### src/rtl/pipe_hazard_ctrl.sv
`default_nettype none
//==============================================================================
//  Module   : pipe_hazard_ctrl
//  Purpose  : Hazard and sequencing controller for a 5-stage pipeline.
//             It produces stage-register enables and flushes, the PC source
//             select and the EX-stage forwarding selects. It resolves taken
//             branches seen in EX_MEM, inserts load-use bubbles and freezes
//             the pipeline while a data-memory access is outstanding. A memory
//             access that stays outstanding for too long moves the controller
//             into a terminal error state that only reset leaves.
//  Options  : PERF_CNT_EN - when defined, builds the stall_cycles and
//             flush_events performance counters. When undefined, both
//             ports are tied to zero.
//  Ports    : CLK, RST_N                  clock / async active-low reset
//             id_rs, id_rt                ID-stage source registers
//             ex_rs, ex_rt                EX-stage source registers
//             ex_memread, ex_writereg     EX-stage load flag and destination
//             mem_regwrite, mem_writereg  EX_MEM write-back info
//             wb_regwrite, wb_writereg    MEM_WB write-back info
//             mem_branch, mem_zero        EX_MEM branch resolution
//             mem_access, dmem_ready      data-memory handshake
//             pc_en, ifid_en, exmem_en, memwb_en   stage load enables
//             ifid_flush, idex_flush, exmem_flush  bubble insertion
//             pc_src                      1 selects the branch target
//             fwd_a, fwd_b                ALU operand forwarding selects
//             dmem_req                    data-memory request
//             mem_timeout                 sticky timeout flag
//             stall_cycles, flush_events  performance counters
//  Revision : 1.0 - initial release
//==============================================================================
module pipe_hazard_ctrl #(
    parameter int MAX_WAIT = 16,
    parameter int WAIT_W   = 5,
    parameter int CNT_W    = 32
) (
    input  logic             CLK,
    input  logic             RST_N,
    input  logic [4:0]       id_rs,
    input  logic [4:0]       id_rt,
    input  logic [4:0]       ex_rs,
    input  logic [4:0]       ex_rt,
    input  logic             ex_memread,
    input  logic [4:0]       ex_writereg,
    input  logic             mem_regwrite,
    input  logic [4:0]       mem_writereg,
    input  logic             wb_regwrite,
    input  logic [4:0]       wb_writereg,
    input  logic             mem_branch,
    input  logic             mem_zero,
    input  logic             mem_access,
    input  logic             dmem_ready,
    output logic             pc_en,
    output logic             ifid_en,
    output logic             exmem_en,
    output logic             memwb_en,
    output logic             ifid_flush,
    output logic             idex_flush,
    output logic             exmem_flush,
    output logic             pc_src,
    output logic [1:0]       fwd_a,
    output logic [1:0]       fwd_b,
    output logic             dmem_req,
    output logic             mem_timeout,
    output logic [CNT_W-1:0] stall_cycles,
    output logic [CNT_W-1:0] flush_events
);

    localparam logic [WAIT_W-1:0] WAIT_LAST = WAIT_W'(MAX_WAIT - 1);

    typedef enum logic [1:0] {
        ST_RUN      = 2'd0,
        ST_MEM_WAIT = 2'd1,
        ST_ERR      = 2'd2
    } state_t;

    state_t              state_q, state_d;
    logic [WAIT_W-1:0]   wait_cnt_q, wait_cnt_d;
    logic                mem_timeout_q, mem_timeout_d;

    logic                w_frozen;
    logic                w_branch;
    logic                w_lu_hit;
    logic                w_load_use;

    //--------------------------------------------------------------------------
    // Hazard conditions. Priority is freeze > branch > load-use, so each
    // lower-priority condition is masked by the ones above it.
    //--------------------------------------------------------------------------
    always_comb begin
        w_frozen   = (state_q == ST_ERR)
                   || ((state_q == ST_MEM_WAIT) && !dmem_ready)
                   || ((state_q == ST_RUN) && mem_access && !dmem_ready);
        w_branch   = !w_frozen && mem_branch && mem_zero;
        w_lu_hit   = ex_memread && (ex_writereg != 5'd0)
                   && ((ex_writereg == id_rs) || (ex_writereg == id_rt));
        w_load_use = !w_frozen && !w_branch && w_lu_hit;
    end

    //--------------------------------------------------------------------------
    // Sequencer: next state, wait counter and sticky timeout flag.
    //--------------------------------------------------------------------------
    always_comb begin
        state_d       = state_q;
        wait_cnt_d    = wait_cnt_q;
        mem_timeout_d = mem_timeout_q;
        case (state_q)
            ST_RUN: begin
                wait_cnt_d = '0;
                if (mem_access && !dmem_ready) begin
                    state_d = ST_MEM_WAIT;
                end
            end
            ST_MEM_WAIT: begin
                if (dmem_ready) begin
                    state_d = ST_RUN;
                end else begin
                    wait_cnt_d = wait_cnt_q + 1'b1;
                    if (wait_cnt_q == WAIT_LAST) begin
                        state_d       = ST_ERR;
                        mem_timeout_d = 1'b1;
                    end
                end
            end
            ST_ERR: begin
                state_d = ST_ERR;
            end
            default: begin
                state_d    = ST_RUN;
                wait_cnt_d = '0;
            end
        endcase
    end

    always_ff @(posedge CLK or negedge RST_N) begin
        if (!RST_N) begin
            state_q       <= ST_RUN;
            wait_cnt_q    <= '0;
            mem_timeout_q <= 1'b0;
        end else begin
            state_q       <= state_d;
            wait_cnt_q    <= wait_cnt_d;
            mem_timeout_q <= mem_timeout_d;
        end
    end

    assign mem_timeout = mem_timeout_q;

    //--------------------------------------------------------------------------
    // Pipeline controls. Reset values are applied directly from RST_N so the
    // stage registers see bubbles for the whole time reset is asserted.
    //--------------------------------------------------------------------------
    always_comb begin
        pc_en       = 1'b1;
        ifid_en     = 1'b1;
        exmem_en    = 1'b1;
        memwb_en    = 1'b1;
        ifid_flush  = 1'b0;
        idex_flush  = 1'b0;
        exmem_flush = 1'b0;
        pc_src      = 1'b0;
        dmem_req    = mem_access && (state_q != ST_ERR);
        if (!RST_N) begin
            pc_en       = 1'b0;
            ifid_en     = 1'b0;
            exmem_en    = 1'b0;
            memwb_en    = 1'b0;
            ifid_flush  = 1'b1;
            idex_flush  = 1'b1;
            exmem_flush = 1'b1;
            dmem_req    = 1'b0;
        end else if (w_frozen) begin
            pc_en    = 1'b0;
            ifid_en  = 1'b0;
            exmem_en = 1'b0;
            memwb_en = 1'b0;
        end else if (w_branch) begin
            // Three younger instructions are on the wrong path.
            pc_src      = 1'b1;
            ifid_flush  = 1'b1;
            idex_flush  = 1'b1;
            exmem_flush = 1'b1;
        end else if (w_load_use) begin
            // Hold PC and IF_ID, drop a bubble into ID_EX; older stages drain.
            pc_en      = 1'b0;
            ifid_en    = 1'b0;
            idex_flush = 1'b1;
        end
    end

    //--------------------------------------------------------------------------
    // Forwarding selects: the younger EX_MEM result wins over MEM_WB.
    //--------------------------------------------------------------------------
    always_comb begin
        fwd_a = 2'b00;
        fwd_b = 2'b00;
        if (RST_N) begin
            if (mem_regwrite && (mem_writereg != 5'd0) && (mem_writereg == ex_rs)) begin
                fwd_a = 2'b10;
            end else if (wb_regwrite && (wb_writereg != 5'd0) && (wb_writereg == ex_rs)) begin
                fwd_a = 2'b01;
            end
            if (mem_regwrite && (mem_writereg != 5'd0) && (mem_writereg == ex_rt)) begin
                fwd_b = 2'b10;
            end else if (wb_regwrite && (wb_writereg != 5'd0) && (wb_writereg == ex_rt)) begin
                fwd_b = 2'b01;
            end
        end
    end

    //--------------------------------------------------------------------------
    // Optional performance counters.
    //--------------------------------------------------------------------------
`ifdef PERF_CNT_EN
    logic [CNT_W-1:0] stall_cycles_q, stall_cycles_d;
    logic [CNT_W-1:0] flush_events_q, flush_events_d;

    always_comb begin
        stall_cycles_d = stall_cycles_q + CNT_W'(w_frozen || w_load_use);
        flush_events_d = flush_events_q + CNT_W'(w_branch);
    end

    always_ff @(posedge CLK or negedge RST_N) begin
        if (!RST_N) begin
            stall_cycles_q <= '0;
            flush_events_q <= '0;
        end else begin
            stall_cycles_q <= stall_cycles_d;
            flush_events_q <= flush_events_d;
        end
    end

    assign stall_cycles = stall_cycles_q;
    assign flush_events = flush_events_q;
`else
    assign stall_cycles = '0;
    assign flush_events = '0;
`endif

endmodule
`default_nettype wire

### config.mk
export PLATFORM = sky130hd
export DESIGN_NAME = pipe_hazard_ctrl
export DESIGN_NICKNAME = d
export VERILOG_FILES = /design/src/rtl/pipe_hazard_ctrl.sv
export SDC_FILE = /design/constraint.sdc
export NUM_CORES = 1
export LEC_CHECK = 0
export ABC_AREA = 0
export CORE_ASPECT_RATIO = 2
export CORE_UTILIZATION = 34
export DETAILED_ROUTE_END_ITERATION = 8
export PLACE_DENSITY = 0.85
export SETUP_SLACK_MARGIN = 0.1
export SLEW_MARGIN = 25
export SYNTH_ARGS = -nofsm -noshare
export SYNTH_HDL_FRONTEND = slang
export SYNTH_SLANG_ARGS = --single-unit
### constraint.sdc
create_clock -name CLK -period 4.1 [get_ports CLK]
set_clock_uncertainty 0.2 [all_clocks]
set_input_delay 0.615 -clock CLK [delete_from_list [all_inputs] [get_ports CLK]]
set_output_delay 0.615 -clock CLK [all_outputs]
set_load 0.02 [all_outputs]
==> results of run 1 <==
[layout by cell type, fill, tap and decap left out, types with 3 or more instances in the layout]
cell type,instances
conb_1,64
clkdlybuf4s50_1,57
xor2_1,25
dfrtp_1,8
nor2_1,7
xnor2_1,6
nand2_1,6
o21ai_0,6
or4_1,4
inv_1,3
nor3_1,3
nand2b_1,3
clkbuf_8,3
[how the worst max path moves through the flow]
stage | start | endpoint | slack [ps]
2_1_floorplan | mem_writereg[1] | fwd_a[0] | 1410
3_3_place_gp | mem_writereg[1] | fwd_b[0] | 500
3_5_place_dp | mem_writereg[1] | fwd_a[0] | 460
4_1_cts | mem_writereg[1] | fwd_a[0] | 450
5_1_grt | mem_writereg[1] | fwd_a[0] | 380
6_report | mem_writereg[1] | fwd_a[0] | 460
[through the flow]
step	util [%]	hold WS, ps	instance area [um^2]
2_1_floorplan	-	119	1590
3_3_place_gp	45.1	252	1730
3_5_place_dp	45.1	275	1730
4_1_cts	46.2	283	1770
5_1_grt	46.2	295	1770
6_report	46.2	281	1770
[metal layers]
layer | wire, um | GRT usage (%) | vias to the layer above
met3 | 339 | 1.79 | 7
met2 | 1600 | 25.1 | 90
met4 | 83 | 7.86 | 0
li1 | - | - | 542
met1 | 820 | 8.46 | 509
met5 | 0 | 0 | -
[power breakdown]
group	switching, mW	total, mW	leakage [nW]	internal, mW
Combinational	0.102	0.171	0.689	0.0690
Sequential	0.00217	0.0834	0.109	0.0813
Clock	0.0318	0.0955	0.0216	0.0636
[cells by family after synthesis]
| kind of cell | share of synthesized area (%) |
|---|---|
| buffers and inverters | 37.9 |
| adders and majority gates | 1.84 |
| and+or+nand+nor | 14.7 |
| muxes | 0.829 |
| other | 0.276 |
| DFF | 14.7 |
| xor gates and xnor gates | 20.0 |
| AOI/OAI and AO/OA | 9.68 |
[cell type report]
class,instances,area (um^2)
clock buffer,3,41.3
fill,384,2070
inverter,3,11.3
multi-input combinational,152,880
sequential,8,200
tap,51,63.8
timing repair buffer,58,578
[sequential cells by signal (all words and copies together) (netlist names)]
register,count
mem_timeout,1
wait_cnt_q,5
state_q,2
[worst register-to-register path: stages (launching register included)]
cell	delay, ps
dfrtp_1	410
ha_1	240
and3_1	200
ha_1	260
mux2_2	260
o22ai_1	130
==> flow_summary.json, run 1 <==
{
  "drc": 0,
  "antenna_left": 0,
  "reg2reg_slack_ps": 2330,
  "nets": 272,
  "wl_per_cell_um": 10.3,
  "grt_pass1_vias": 992,
  "synth_cells": 167,
  "insertion_delay_ps": 230,
  "rsz0062_at_grt": "false",
  "avgSynthCellArea_um2": 8.13,
  "p_leak_nw": 0.820,
  "drive_gt1_share_pct": 3.57,
  "cp.arrival_ps": 2820,
  "grt_pass1_wl_um": 3780,
  "cts_buffers": 3,
  "drt_iter0_drc": 11,
  "fin_crit_ps": 3640,
  "tns_ps": 0,
  "cts_tree": "built",
  "cts_buffer_depth": 2,
  "worst_hold_path_type": "register to register",
  "hold_buffers": 0,
  "setup_viol": 0,
  "r2r_cells": 5,
  "cp_slowest_stage_delay_ps": 650,
  "seq_area_frac_synth_pct": 14.7,
  "instances_no_fill": 275,
  "ys_seq_elements": 8,
  "hold_path_depth": 1,
  "synthArstFlopShare_pct": 100,
  "synth_common_cells": "buf_4, xor2_1, dfrtp_1",
  "cpMaxStageDelayCell": "clkdlybuf4s50_1",
  "clkTransAtPathRegs_ps": 40,
  "routabilityCongestion": 0.799,
  "path_class": "input port to primary output",
  "path_max_fanout": 3,
  "ys.flop_type": "dfrtp_1",
  "antenna_cells": 0,
  "p_per_area_nw_per_um2": 197,
  "r2r_end": "wait_cnt_q[4]$_DFFE_PN0P_",
  "yosysMostFrequentCell": "buf_4",
  "cts-root-buf": "clkbuf_8",
  "cts_sinks": 8,
  "fp.coreArea_um2": 3840,
  "synth_cell_types": 33,
  "synth_edf_count": 0,
  "grt_use_total_pct": 12.3,
  "die_w_um": 46.7,
  "cap_violations": 0,
  "finalPower_mw": 0.350,
  "die_height_um": 91.4,
  "post-place-ws_ps": 455,
  "ys.warnings.count": 0,
  "synth_top_area_share_pct": 37.1,
  "hold_violations": 0,
  "pin_count": 122,
  "dr_total_vias": 1148,
  "htreeDepth": 1,
  "critPathLaunchType": "input port",
  "cp.required_ps": 3280,
  "r2r_start": "wait_cnt_q[0]$_DFFE_PN0P_",
  "worstHoldStart": "mem_timeout$_DFFE_PN0P_",
  "synth.area.top_cells": "buf_4, xor2_1, dfrtp_1, xnor2_1, o21ai_0",
  "critPathMostFrequentCell": "clkdlybuf4s50_1",
  "cp_top_family": "buffers and inverters",
  "finalWorstSetupSlack_ps": 464,
  "max_clock_freq_mhz": 275,
  "dpl.hpwl_um": 2480,
  "overflow": 0,
  "die_area_um2": 4260,
  "initial_core_util_pct": 35.3,
  "drv_slew": 0,
  "vdd_ir_drop_max_v": 0.000122,
  "synth_top_area_cell": "buf_4",
  "area_growth_pct": 30.7,
  "fin_crit_sh_pct": 88.7,
  "hold-path-endpoint": "mem_timeout$_DFFE_PN0P_",
  "first_pass_iters": 3,
  "port_buffers": 57,
  "antenna_found_initial": 0,
  "postCtsSetupRepairBufs": 0,
  "row_count": 32,
  "worstPathBufferInverterCount": 2,
  "crit_path_end_kind": "primary output",
  "placedCellCount": 272,
  "vias_per_cell": 4.17,
  "cts_resized": 0,
  "crit_chain": "clkdlybuf4s50_1 > or4_1 > o21ai_2 > nor4_1 > nor4_2 > clkdlybuf4s50_1",
  "crit_cells": 6,
  "grt_max_degree": 14,
  "status": "finished, final reports clean",
  "routed_wirelength_um": 2840,
  "syn_area_um2": 1360
}
Power figures use the tool's default switching activity.
==> run 2: changes to the inputs <==
--- a/config.mk
+++ b/config.mk
@@ -6,10 +6,13 @@
 export NUM_CORES = 1
 export LEC_CHECK = 0
 export ABC_AREA = 0
+export ABC_CLOCK_PERIOD_IN_PS = 4100
+export CELL_PAD_IN_SITES_DETAIL_PLACEMENT = 1
+export CELL_PAD_IN_SITES_GLOBAL_PLACEMENT = 1
 export CORE_ASPECT_RATIO = 2
-export CORE_UTILIZATION = 34
+export CORE_UTILIZATION = 22
 export DETAILED_ROUTE_END_ITERATION = 8
-export PLACE_DENSITY = 0.85
+export PLACE_DENSITY = 0.84
 export SETUP_SLACK_MARGIN = 0.1
 export SLEW_MARGIN = 25
 export SYNTH_ARGS = -nofsm -noshare
==> run 2 against run 1 <==
  * The run now ends with DRC left
  * Clock power increased by 71%
  * Non-clock buffer count is the same
  * Worst hold slack lost 12 ps
  * Die area increased by 53%
  * Sequential share of layout area down 0.30 points
==> flow_summary.json, run 2 (same netlist as run 1, synthesis figures left out) <==
{
  "antenna_cells": 0,
  "fill_cells": 734,
  "drc": 11,
  "grt_use_total_pct": 11.1,
  "pin_count": 122,
  "rsz0062_at_grt": "false",
  "cts_tree": "built",
  "die_height_um": 113,
  "routed_wirelength_um": 3650,
  "grt_max_degree": 14,
  "worst_hold_path_type": "register to register",
  "die_area_um2": 6510,
  "vdd_ir_drop_max_v": 0.000159,
  "wl_per_cell_um": 12.7,
  "drive_gt1_share_pct": 3.57,
  "cap_violations": 0,
  "p_leak_nw": 0.835,
  "cts_buffer_depth": 2,
  "hold_violations": 0,
  "row_count": 40,
  "first_pass_iters": 6,
  "cts_resized": 0,
  "nets": 272,
  "fin_crit_ps": 3660,
  "placedCellCount": 284,
  "cp.arrival_ps": 2840,
  "critPathLaunchType": "input port",
  "grt_pass1_wl_um": 5530,
  "routabilityCongestion": 0.881,
  "post-place-ws_ps": 439,
  "dpl.hpwl_um": 3330,
  "post-route-util_pct": 30.6,
  "drt_iter0_drc": 24,
  "mostFrequentLayoutCells": "conb_1, clkdlybuf4s50_1, xor2_1",
  "path_class": "input port to primary output",
  "tightest_slew_ps": 531,
  "port_buffers": 57,
  "status": "finished with violations",
  "violations": "DRC",
  "cts_buffers": 3,
  "relSlewSlack_pct": 64.1,
  "fin_crit_sh_pct": 89.2,
  "instances_no_fill": 287,
  "setup_viol": 0,
  "cts-root-buf": "clkbuf_16",
  "p_per_area_nw_per_um2": 231,
  "finalPower_mw": 0.422,
  "insertion_delay_ps": 230,
  "finalWorstSetupSlack_ps": 441,
  "registers.top_by_ff_count": "wait_cnt_q",
  "clkTransAtPathRegs_ps": 40,
  "vias_per_cell": 4.13,
  "drv_slew": 0,
  "path_max_fanout": 3,
  "overflow": 0,
  "dr_total_vias": 1185,
  "hold_buffers": 0,
  "cp.required_ps": 3280,
  "antenna_found_initial": 0,
  "die_w_um": 57.5,
  "htreeDepth": 1,
  "final_common_cell": "conb_1",
  "cts_sinks": 8,
  "fp.coreArea_um2": 5960,
  "antenna_left": 0,
  "tns_ps": 0,
  "crit_path_end_kind": "primary output",
  "max_clock_freq_mhz": 273,
  "largest_register_ffs": 5,
  "grt_pass1_vias": 1198,
  "initial_core_util_pct": 22.8,
  "area_growth_pct": 34.3,
  "postCtsSetupRepairBufs": 0
}
run 2: cell count changes in the layout (fill, tap and decap cells not counted):
cell,before,now
clkbuf_16,0,3
clkbuf_8,3,0
run 2: per-stage QoR:
step	cell area [um^2]	hold WS [ps]
after CTS	1820	282
final	1820	270
after global placement	1750	281
after detailed placement	1750	262
after global routing	1820	313
after floorplan	1590	119
run 2: worst max-delay path: stages:
cell and delay (ps):
clkdlybuf4s50_1 460, or4_1 580, o21ai_2 160, nor4_1 90
nor4_2 270, clkdlybuf4s50_1 650
run 2: routing by layer:
layer	routed length, um	track usage (%)
met1	914	8.18
met2	2180	23.5
met3	428	2.74
met4	127	5.85
met5	0	0
run 2: power by group:
group          leakage [nW]  total [mW]  internal (mW)  switching [mW]
clock network        0.0370       0.163          0.126          0.0377
logic                 0.689       0.175         0.0690           0.106
registers             0.109      0.0837         0.0813         0.00231
run 2: cell type report:
class / instances / area (um^2) / share of cell area (%)
repair buffers: 58 / 578 / 31.7
inverters: 3 / 11.3 / 0.618
multi-input cells: 152 / 880 / 48.2
flip-flops and latches: 8 / 200 / 11.0
well taps: 63 / 78.8 / 4.32
clock buffers: 3 / 75.1 / 4.12
run 2: path summary, 6_finish.rpt:
check,start,endpoint,slack [ps],depth (start not counted)
hold reg to reg,mem_timeout$_DFFE_PN0P_,mem_timeout$_DFFE_PN0P_,270,1
max in group asynchronous,RST_N,state_q[0]$_DFFE_PN0P_,2960,2
setup reg to reg,wait_cnt_q[0]$_DFFE_PN0P_,state_q[0]$_DFFE_PN0P_,2260,4
min in group asynchronous,RST_N,wait_cnt_q[4]$_DFFE_PN0P_,590,2
hold / removal,mem_timeout$_DFFE_PN0P_,mem_timeout$_DFFE_PN0P_,270,1
setup / recovery,mem_writereg[1],fwd_b[0],440,6
==> variant (config.mk and constraints of run 2) <==
The parameter `WAIT_W` goes from 5 to 10.
--- a/src/rtl/pipe_hazard_ctrl.sv
+++ b/src/rtl/pipe_hazard_ctrl.sv
@@ -30,7 +30,7 @@
 //==============================================================================
 module pipe_hazard_ctrl #(
     parameter int MAX_WAIT = 16,
-    parameter int WAIT_W   = 5,
+    parameter int WAIT_W   = 10,
     parameter int CNT_W    = 32
 ) (
     input  logic             CLK,
Function: no difference found for any inputs over 10 cycles, from zero or initial values and one cycle with RST_N low; that may be too few to reach the edited logic, so the function may still have changed.
==> variant against run 2 <==
Synthesized cell count grew 19%. Largest power group is now clock. Sequential power grew 59%. Clock power grew 12%. Highest routed layer unchanged. Design area grew 17%. Wire length grew 18%. Count of clock-buffer cells in the layout grew 1. Critical path type unchanged. Setup slack lost 0.073 ns. Critical path depth is the same. Sequential cell count grew 5. Area after synthesis grew 20%. Power grew 18%. Combinational power grew 2%.
==> variant: results (changes against run 2) <==
M1 WL: 1190 um (+31%)
status: finished clean
M3 GR Usage: 0.0247 (-0.00270)
routability congestion estimate: 0.855 (-3.0%)
worst-path fanout max: 3 (unchanged)
first-pass GRT wire length: 6630 um (+20%)
Detailed Routing Iterations Pass 1: 4 (-2)
vias in the first global route: 1,415 (+18%)
max reg flops: 10 (+5)
Worst Tran Pin Value: 0.538 ns (+0.00652 ns)
gr usage total: 0.109 (-0.00186)
main area contributors after synthesis: buf_4 (31%), dfrtp_1 (20%), xor2_1 (13%)
fill count: 880 (+20%)
Min Hold Slack: 0.262 ns (-0.00789 ns)
Sw Pwr: 0.163 mW (+12%)
# nets final: 302 (+11%)
CTS H-Tree Depth: 1 (unchanged)
Yosys cell types: 37 (+12%)
drt total wl: 4300 um (+18%)
sequential fraction of the synthesis area: 0.199 (+0.0518)
post-synthesis area per instance: 8.21 um2 (+0.94%)
worst vdd ir: 0.000100 V (-37%)
Leak Pwr: 0.958 nW (+15%)
share of layout cells above drive strength 1: 0.0352 (-0.000558)
Finished Core Util: 0.296 (-0.0103)
met2 Use GR: 0.237 (+0.00168)
routed length on met3: 405 um (-5.4%)
starting DRC count in detailed routing: 20 (-17%)
Max stage delay on crit path: 0.67 ns (+0.02 ns)
routed vias/inst: 4.15 (+0.57%)
pre-CTS setup slack: 0.389 ns (-0.0497 ns)
Inst Count DP: 344 (+21%)
GR met1 Demand/Resource: 0.0857 (+0.00391)
worst flop-to-flop path endpoint: wait_cnt_q[8]
post-detail-place hpwl: 3730 um (+12%)
==> variant: cell count changes in the layout (fill, tap and decap cells not counted), moves of 3 or more <==
cell / change
o21ai_0: +4
and3_1: +3
inv_1: -3
nand2_1: +3
dfrtp_1: +5
a21oi_1: +4
nand3_1: +3
==> variant: worst max-delay path by stage <==
stage          endpoint  slack (ns)
2_1_floorplan  fwd_a[0]        1.41
3_3_place_gp   fwd_a[0]        0.46
3_5_place_dp   fwd_a[0]        0.39
4_1_cts        fwd_a[0]        0.39
5_1_grt        fwd_a[0]        0.32
6_report       fwd_a[0]        0.37
==> variant: power groups by stage <==
stage,Sequential [mW],Clock (mW),Combinational [mW]
4_1_cts,0.133,0.187,0.180
3_3_place_gp,0.135,0,0.176
5_1_grt,0.133,0.195,0.194
6_report,0.133,0.183,0.179
2_1_floorplan,0.134,0,0.150
3_5_place_dp,0.135,0,0.179
==> variant: cell type report <==
class                      count  area share
clock buffer                   4      0.0370
multi-input combinational    181       0.486
sequential                    13       0.152
tap                           92      0.0540
timing repair buffer          58       0.271
==> variant: critical path, delay by kind of cell <==
| family | cells | cell delay (ns) |
|---|---|---|
| and+or+nand+nor | 3 | 1.03 |
| buffers and inverters | 2 | 1.13 |
| AOI/OAI and AO/OA | 1 | 0.15 |
==> variant: kinds of logic (layout without fill, tap and decap cells) <==
| group | count (synthesis) | in the layout | share of synthesized area |
|---|---|---|---|
| buffers and inverters | 68 | 62 | 0.311 |
| and+or+nand+nor | 54 | 54 | 0.190 |
| AOI/OAI and AO/OA | 31 | 31 | 0.123 |
| xor gates and xnor gates | 31 | 31 | 0.166 |
| DFF | 13 | 13 | 0.199 |
| adders and majority gates | 1 | 1 | 0.00766 |
| other | 1 | 64 | 0.00230 |
